File: src/rtl/ipv4_hdr_check_if.sv
// Stream and status bundle for the ingress IPv4 header checker.
// The slave modport is the checker's view; master is the driver/monitor view.
interface ipv4_hdr_check_if #(
    parameter int unsigned PHIT_SIZE = 512
) ();
    localparam int unsigned KEEP_W = PHIT_SIZE / 8;

    logic [PHIT_SIZE-1:0] tdata_in;
    logic [KEEP_W-1:0]    tkeep_in;
    logic                 tvalid_in;
    logic                 tlast_in;

    logic [PHIT_SIZE-1:0] tdata_out;
    logic [KEEP_W-1:0]    tkeep_out;
    logic                 tvalid_out;
    logic                 tlast_out;

    logic                 hdr_valid;
    logic                 hdr_ok;
    logic [15:0]          pkt_len;
    logic [31:0]          pkt_cnt;
    logic [31:0]          bad_cnt;

    modport slave (
        input  tdata_in, tkeep_in, tvalid_in, tlast_in,
        output tdata_out, tkeep_out, tvalid_out, tlast_out,
        output hdr_valid, hdr_ok, pkt_len, pkt_cnt, bad_cnt
    );

    modport master (
        output tdata_in, tkeep_in, tvalid_in, tlast_in,
        input  tdata_out, tkeep_out, tvalid_out, tlast_out,
        input  hdr_valid, hdr_ok, pkt_len, pkt_cnt, bad_cnt
    );
endinterface

File: src/rtl/ipv4_hdr_check.sv
// Ingress IPv4 header checker: pipelined checksum on the first beat of each
// packet, 6-cycle stream pass-through, verdict/length reporting and optional drop.
module ipv4_hdr_check #(
    parameter int unsigned PHIT_SIZE = 512,
    parameter bit          DROP_BAD  = 1'b0
) (
    input logic               clk,
    input logic               rst,
    ipv4_hdr_check_if.slave   bus
);
    localparam int unsigned KEEP_W = PHIT_SIZE / 8;
    localparam int unsigned DEPTH  = 5;

    typedef enum logic {SOF = 1'b0, BODY = 1'b1} state_t;

    state_t state, state_nxt;
    logic   sof_c;

    logic [15:0]          w_c [10];
    logic [16:0]          s1 [5];
    logic [17:0]          s2 [3];
    logic [18:0]          s3 [2];
    logic [19:0]          s4;
    logic [16:0]          s5;

    logic                 sof_p   [DEPTH];
    logic [7:0]           ver_p   [DEPTH];
    logic [15:0]          len_p   [DEPTH];
    logic [PHIT_SIZE-1:0] data_p  [DEPTH];
    logic [KEEP_W-1:0]    keep_p  [DEPTH];
    logic                 valid_p [DEPTH];
    logic                 last_p  [DEPTH];

    logic                 drop;
    logic [31:0]          pkt_cnt_q;
    logic [31:0]          bad_cnt_q;
    logic [15:0]          fold2_c;
    logic                 ok_c;
    logic                 drop_eff_c;

    // Packet framing: state register
    always_ff @(posedge clk) begin
        if (rst) state <= SOF;
        else     state <= state_nxt;
    end

    // Packet framing: next state
    always_comb begin
        state_nxt = state;
        case (state)
            SOF:     if (bus.tvalid_in && !bus.tlast_in) state_nxt = BODY;
            BODY:    if (bus.tvalid_in &&  bus.tlast_in) state_nxt = SOF;
            default: state_nxt = SOF;
        endcase
    end

    // Packet framing: first-beat strobe
    always_comb begin
        sof_c = (state == SOF) && bus.tvalid_in;
    end

    // Ten header words as seen on the incoming beat
    always_comb begin
        for (int i = 0; i < 10; i++) w_c[i] = bus.tdata_in[112 + 16*i +: 16];
    end

    // Data/sideband pipe and adder tree; tree stages advance only behind a sof beat
    always_ff @(posedge clk) begin
        if (rst) begin
            for (int i = 0; i < DEPTH; i++) begin
                sof_p[i]   <= 1'b0;
                ver_p[i]   <= '0;
                len_p[i]   <= '0;
                data_p[i]  <= '0;
                keep_p[i]  <= '0;
                valid_p[i] <= 1'b0;
                last_p[i]  <= 1'b0;
            end
            for (int i = 0; i < 5; i++) s1[i] <= '0;
            for (int i = 0; i < 3; i++) s2[i] <= '0;
            for (int i = 0; i < 2; i++) s3[i] <= '0;
            s4 <= '0;
            s5 <= '0;
        end else begin
            sof_p[0]   <= sof_c;
            data_p[0]  <= bus.tdata_in;
            keep_p[0]  <= bus.tkeep_in;
            valid_p[0] <= bus.tvalid_in;
            last_p[0]  <= bus.tlast_in;
            for (int i = 1; i < DEPTH; i++) begin
                sof_p[i]   <= sof_p[i-1];
                data_p[i]  <= data_p[i-1];
                keep_p[i]  <= keep_p[i-1];
                valid_p[i] <= valid_p[i-1];
                last_p[i]  <= last_p[i-1];
                if (sof_p[i-1]) begin
                    ver_p[i] <= ver_p[i-1];
                    len_p[i] <= len_p[i-1];
                end
            end
            if (sof_c) begin
                for (int i = 0; i < 5; i++) s1[i] <= 17'(w_c[2*i]) + 17'(w_c[2*i+1]);
                ver_p[0] <= w_c[0][15:8];
                len_p[0] <= w_c[1];
            end
            if (sof_p[0]) begin
                s2[0] <= 18'(s1[0]) + 18'(s1[1]);
                s2[1] <= 18'(s1[2]) + 18'(s1[3]);
                s2[2] <= 18'(s1[4]);
            end
            if (sof_p[1]) begin
                s3[0] <= 19'(s2[0]) + 19'(s2[1]);
                s3[1] <= 19'(s2[2]);
            end
            if (sof_p[2]) s4 <= 20'(s3[0]) + 20'(s3[1]);
            if (sof_p[3]) s5 <= 17'(s4[15:0]) + 17'(s4[19:16]);
        end
    end

    // Final fold, verdict, and drop decision for the beat entering the output stage
    always_comb begin
        fold2_c    = s5[15:0] + 16'(s5[16]);
        ok_c       = (fold2_c == 16'hFFFF) && (ver_p[DEPTH-1] == 8'h45) &&
                     (len_p[DEPTH-1] >= 16'd20);
        drop_eff_c = sof_p[DEPTH-1] ? !ok_c : drop;
    end

    // Output stage, drop latch and saturating counters
    always_ff @(posedge clk) begin
        if (rst) begin
            bus.tdata_out  <= '0;
            bus.tkeep_out  <= '0;
            bus.tvalid_out <= 1'b0;
            bus.tlast_out  <= 1'b0;
            bus.hdr_valid  <= 1'b0;
            bus.hdr_ok     <= 1'b0;
            bus.pkt_len    <= '0;
            drop           <= 1'b0;
            pkt_cnt_q      <= '0;
            bad_cnt_q      <= '0;
        end else begin
            bus.tdata_out  <= data_p[DEPTH-1];
            bus.tkeep_out  <= keep_p[DEPTH-1];
            bus.tlast_out  <= last_p[DEPTH-1];
            bus.tvalid_out <= valid_p[DEPTH-1] && !(DROP_BAD && drop_eff_c);
            bus.hdr_valid  <= sof_p[DEPTH-1];
            bus.hdr_ok     <= sof_p[DEPTH-1] && ok_c;
            if (valid_p[DEPTH-1]) drop <= drop_eff_c && !last_p[DEPTH-1];
            if (sof_p[DEPTH-1]) begin
                bus.pkt_len <= len_p[DEPTH-1];
                if (pkt_cnt_q != 32'hFFFF_FFFF) pkt_cnt_q <= pkt_cnt_q + 32'd1;
                if (!ok_c && bad_cnt_q != 32'hFFFF_FFFF) bad_cnt_q <= bad_cnt_q + 32'd1;
            end
        end
    end

    assign bus.pkt_cnt = pkt_cnt_q;
    assign bus.bad_cnt = bad_cnt_q;
endmodule

File: src/flat_wrapper.sv
// flat-port wrapper written by rule: the top's interface ports become plain ports
module ipv4_hdr_check_flat 
#(
    parameter int unsigned PHIT_SIZE = 512,
    parameter bit          DROP_BAD  = 1'b0
)
  (clk, rst, bus_tdata_in, bus_tkeep_in, bus_tvalid_in, bus_tlast_in, bus_tdata_out, bus_tkeep_out, bus_tvalid_out, bus_tlast_out, bus_hdr_valid, bus_hdr_ok, bus_pkt_len, bus_pkt_cnt, bus_bad_cnt);
  ipv4_hdr_check_if #(.PHIT_SIZE(PHIT_SIZE)) bus_i ();
  input logic clk;
  input logic rst;
  input wire logic [$bits(bus_i.tdata_in)-1:0] bus_tdata_in;
  input wire logic [$bits(bus_i.tkeep_in)-1:0] bus_tkeep_in;
  input wire logic [$bits(bus_i.tvalid_in)-1:0] bus_tvalid_in;
  input wire logic [$bits(bus_i.tlast_in)-1:0] bus_tlast_in;
  output wire logic [$bits(bus_i.tdata_out)-1:0] bus_tdata_out;
  output wire logic [$bits(bus_i.tkeep_out)-1:0] bus_tkeep_out;
  output wire logic [$bits(bus_i.tvalid_out)-1:0] bus_tvalid_out;
  output wire logic [$bits(bus_i.tlast_out)-1:0] bus_tlast_out;
  output wire logic [$bits(bus_i.hdr_valid)-1:0] bus_hdr_valid;
  output wire logic [$bits(bus_i.hdr_ok)-1:0] bus_hdr_ok;
  output wire logic [$bits(bus_i.pkt_len)-1:0] bus_pkt_len;
  output wire logic [$bits(bus_i.pkt_cnt)-1:0] bus_pkt_cnt;
  output wire logic [$bits(bus_i.bad_cnt)-1:0] bus_bad_cnt;
  assign bus_i.tdata_in = bus_tdata_in;
  assign bus_i.tkeep_in = bus_tkeep_in;
  assign bus_i.tvalid_in = bus_tvalid_in;
  assign bus_i.tlast_in = bus_tlast_in;
  assign bus_tdata_out = bus_i.tdata_out;
  assign bus_tkeep_out = bus_i.tkeep_out;
  assign bus_tvalid_out = bus_i.tvalid_out;
  assign bus_tlast_out = bus_i.tlast_out;
  assign bus_hdr_valid = bus_i.hdr_valid;
  assign bus_hdr_ok = bus_i.hdr_ok;
  assign bus_pkt_len = bus_i.pkt_len;
  assign bus_pkt_cnt = bus_i.pkt_cnt;
  assign bus_bad_cnt = bus_i.bad_cnt;
  ipv4_hdr_check #(.PHIT_SIZE(PHIT_SIZE), .DROP_BAD(DROP_BAD)) u_core (.clk(clk), .rst(rst), .bus(bus_i));
endmodule
File: config.mk
export PLATFORM = sky130hd
export DESIGN_NAME = ipv4_hdr_check_flat
export DESIGN_NICKNAME = d
export VERILOG_FILES = /design/src/rtl/ipv4_hdr_check_if.sv /design/src/rtl/ipv4_hdr_check.sv /design/src/flat_wrapper.sv
export SDC_FILE = /design/constraint.sdc
export NUM_CORES = 2
export LEC_CHECK = 0
export CORE_MARGIN = 2
export CORE_UTILIZATION = 45
export DETAILED_ROUTE_END_ITERATION = 6
export GPL_TIMING_DRIVEN = 0
export PLACE_DENSITY = 0.66
export SYNTH_ARGS = -nofsm -noshare
export SYNTH_HDL_FRONTEND = slang
export SYNTH_SLANG_ARGS = --single-unit
File: constraint.sdc
create_clock -name clk -period 6.3 [get_ports clk]
set_clock_uncertainty 0.2 [all_clocks]
set_input_delay 0.945 -clock clk [delete_from_list [all_inputs] [get_ports clk]]
set_output_delay 0.945 -clock clk [all_outputs]
set_load 0.02 [all_outputs]
==> summary.txt <==
Status
  • Outcome: finished clean

Finish
  • Register cell area after layout: 80800 sq um
  • Post-route core utilization: 0.569
  • Layout overhead on the synthesized area: 25.9%
  • Fraction of final layout cells with drive strength greater than 1: 0.0563
  • Filler-free cell count of the finished design: 14766
  • Footprint of the multi-input gates: 32300 sq um
  • Post-layout nets: 11786
  • Count of filler cells inserted in the layout: 21007

Pwr
  • Max rail drop VDD: 300 uV
  • Portion of total power attributed to combinational logic: 0.047
  • Switching Power: 10800 uW
  • Switching power share of the total: 0.211
  • Internal cell power: 40400 uW
  • Clk pwr share: 0.448
  • Cell leakage power: 0.0561 uW
  • Portion of total power attributed to sequential cells: 0.505
  • Pwr per Cell Area: 354 nW/um^2

Global routing
  • Overall Global Routing Usage: 0.229
  • Met1 track demand over resource: 0.262
  • Busiest grt layer: met2
  • Antenna violations before repair: 143
  • Met3 usage in global routing: 0.0587
  • GR Util met2: 0.388
  • Number of global-route vias before repair: 65683
  • Wire length of the first global-routing pass: 430000 um
  • GRT Residual Overflow: 0
  • Maximum number of pins on one net before global-route repair: 54

Yosys
  • Post-synthesis async set-or-reset flop share: 0
  • Area share of the largest cell type after synthesis: 0.626
  • Sequential share of the synthesized area: 0.703
  • Dominant cell type by area after synthesis: dfxtp_1
  • Number of distinct standard cells referenced by the synthesized netlist: 69
  • Cell area after synthesis: 115000 sq um
  • Net count of the mapped netlist: 10154
  • Count of flip-flops with a built-in enable after synthesis: 294
  • Ys flop type: dfxtp_1
  • Post-synthesis cell count: 9406
  • Cells taking the most area after synthesis: dfxtp_1 63%, nor2b_1 19%, edfxtp_1 7.7%
  • FF+latch count, synth: 3887
  • List of most frequent post-synthesis cells: 3593 x dfxtp_1, 3484 x nor2b_1, 432 x clkbuf_1
  • Ys Warns: 0
  • Synthesized area per cell: 12.2 sq um
  • Most instantiated library cell after synthesis: dfxtp_1

Worst setup path
  • Maximum fanout encountered on the critical timing path: 12
  • Critical path arrival: 5150 ps
  • Kind of end point of the critical path: flop
  • Crit Path Category: in2reg
  • Delay contributed by the slowest stage of the critical path: 980 ps
  • Critical Path Start Type: primary input
  • Crit path top cell by count: clkbuf_1
  • Reg-to-reg critical path startpoint: u_core.s5[16]
  • Worst-path cell chain: clkdlybuf4s50_1 > clkbuf_1 > clkbuf_1 > clkbuf_1 > clkbuf_1 > nor2b_1
  • Crit path depth: 6
  • Required time of the worst setup path: 6870 ps
  • Crit-path slowest cell: clkbuf_1
  • Setup slack of the most critical reg-to-reg path: 2600 ps
  • Worst Setup SP: rst
  • Worst setup path endpoint: u_core.bus.tdata_out[176]
  • Cell type group with the largest total delay on the critical path: buffers and inverters
  • Reg-to-Reg End: u_core.bus.bad_cnt[28]
  • Worst R2R Path Depth: 10
  • Worst path buffer plus inverter count: 5

Place
  • Worst slack after detailed placement: 554 ps
  • GP Congestion: 0.985
  • Count of buffers inserted at the top-level ports: 1239
  • Placed Cells incl. Taps: 14012
  • Post-detail-place hpwl: 237000 um

Timing
  • Final setup vio count: 0
  • Final worst-path setup slack: 1720 ps
  • Final hold vios: 0
  • Highest clock frequency the design can meet: 218 MHz
  • RSZ-0062 raised after global routing: false
  • Min Clock Period, post-route: 4580 ps
  • Final worst-path cycle share: 0.727
  • Worst slew pin tran: 1350 ps
  • Final Max Tran Viols: 0
  • Final-layout setup total negative slack: 0 ps
  • Relative slew slack: 0.101

Detailed routing
  • Via count: 66510
  • Iteration-0 DRC count of the detailed router: 3218
  • Routed via count divided by cell count: 4.50
  • Remaining antenna violation count: 0
  • Routed len/inst: 20.7 um
  • Wire length reported by the detailed router: 306000 um
  • Remaining design rule violation count: 0
  • Number of iterations in the first detailed-routing pass: 5

Clocking
  • Buffer count from post-CTS setup fixing: 0
  • Later-pin clock latency in the skew report: 970 ps
  • Clock transition at the register clock pins on the worst setup and hold paths after CTS: 60 ps
  • Number of sinks on the clock net: 3887
  • Number of CTS-inserted buffers: 390
  • TritonCTS clock tree: built
  • Clock buffer depth: 4
  • Number of hold buffers added after CTS: 0
  • H-tree levels: 5
  • CTS Root Cell: clkbuf_16
  • CTS-repair resized insts: 0

Job
  • Number of maximum-capacitance violations: 0

Floorplanning
  • Count of standard-cell rows: 185
  • Starting density of the core: 0.452
  • Number of top-level design ports: 1240
  • Die width: 509 um
  • Die span in y: 509 um
  • Placeable core region: 254000 sq um
  • Area of the die: 259000 sq um

Worst hold path
  • Worst hold-check path type: reg2reg
-- layout make-up --
type | instances | area share
Timing Repair Buffer | 1240 | 0.0859
Buffer | 446 | 0.0117
Inverter | 48 | 0.00125
Clock buffer | 565 | 0.0784
Antenna cell | 63 | 0.00109
Tap cell | 3366 | 0.0291
Sequential cell | 3887 | 0.559
Multi-Input combinational cell | 5025 | 0.223
Clock inverter | 126 | 0.0109
-- power by group through the flow --
stage / logic (uW) / registers, uW / clock network [uW]
2_1_floorplan: 1340 / 26300 / 0
5_1_grt: 2630 / 25900 / 24400
3_5_place_dp: 2420 / 26400 / 0
4_1_cts: 2440 / 25800 / 23300
3_3_place_gp: 2380 / 26400 / 0
6_report: 2410 / 25800 / 22900
-- worst reg2reg max path: stages, from the launching register on --
cell	delay, ps
dfxtp_1	380
ha_1	240
ha_1	330
a21oi_1	70
o31ai_1	220
a21boi_0	160
o22ai_1	700
o21ai_1	250
nor4_1	610
nand4_1	180
mux2_2	300
-- placed cells by master (no fill, tap or decap), types with 24 or more instances in the layout --
master / count
a211oi_1: 43
a21o_1: 37
a21oi_1: 103
a31oi_1: 25
and2_1: 173
and3_1: 31
bufinv_16: 29
clkbuf_1: 514
clkbuf_16: 394
clkbuf_8: 83
clkdlybuf4s50_1: 1239
clkinv_2: 55
dfxtp_1: 3593
diode_2: 63
edfxtp_1: 294
ha_1: 158
inv_1: 47
mux2i_1: 30
nand2_1: 94
nand3_1: 59
nand4_1: 24
nor2_1: 268
nor2b_1: 3484
nor3_1: 53
o21ai_0: 58
or3_1: 26
xnor2_1: 102
xor2_1: 68
-- worst min-delay path by stage --
stage | startpoint | to | slack, ps | depth (start not counted)
floorplan | u_core.data_p[4][0] | u_core.bus.tdata_out[0] | 210 | 1
global placement | u_core.keep_p[2][7] | u_core.keep_p[3][7] | 220 | 1
detailed placement | u_core.data_p[4][321] | u_core.bus.tdata_out[321] | 220 | 1
CTS | u_core.data_p[3][441] | u_core.data_p[4][441] | 120 | 1
global route | u_core.data_p[2][90] | u_core.data_p[3][90] | 130 | 1
finish | u_core.data_p[3][441] | u_core.data_p[4][441] | 120 | 1
-- layer usage --
layer	vias up	part of all wire
met5	-	0.0011
met4	50	0.059
met3	686	0.064
met2	1710	0.48
met1	31175	0.40
li1	32889	-
-- kinds of logic (layout without fill, tap and decap cells) --
group                    after synthesis  after routing  share of synthesized area
adder cells (fa/ha/maj)              168            168                     0.0190
AND/OR/NAND/NOR                     4296           4296                      0.226
other                                  0             63                          0
XOR/XNOR                             170            170                     0.0130
multiplexers                          32             32                    0.00281
AO/OA/AOI/OAI                        359            359                     0.0204
buffers and inverters                494           2425                     0.0162
flip-flops                          3887           3887                      0.703
-- through the flow --
stage / hold slack (ps) / total power [uW] / instance area (sq um)
after floorplan: 214 / 27600 / 115000
after global placement: 215 / 28700 / 131000
after detailed placement: 220 / 28800 / 132000
after CTS: 116 / 51600 / 144000
after global routing: 133 / 52900 / 145000
final: 115 / 51200 / 145000
-- registers in the layout (all words and copies together) (netlist names), 5 cells and up, named ones only --
register / flops
u_core.data_p: 2560
u_core.bus.tdata_out: 512
u_core.keep_p: 320
u_core.s1: 85
u_core.len_p: 80
u_core.bus.tkeep_out: 64
u_core.s2: 53
u_core.ver_p: 40
u_core.s3: 36
u_core.bus.bad_cnt: 32
u_core.bus.pkt_cnt: 32
u_core.s4: 20
u_core.s5: 17
u_core.bus.pkt_len: 16
u_core.last_p: 5
u_core.sof_p: 5
u_core.valid_p: 5
(Power assumes the default switching activity.)
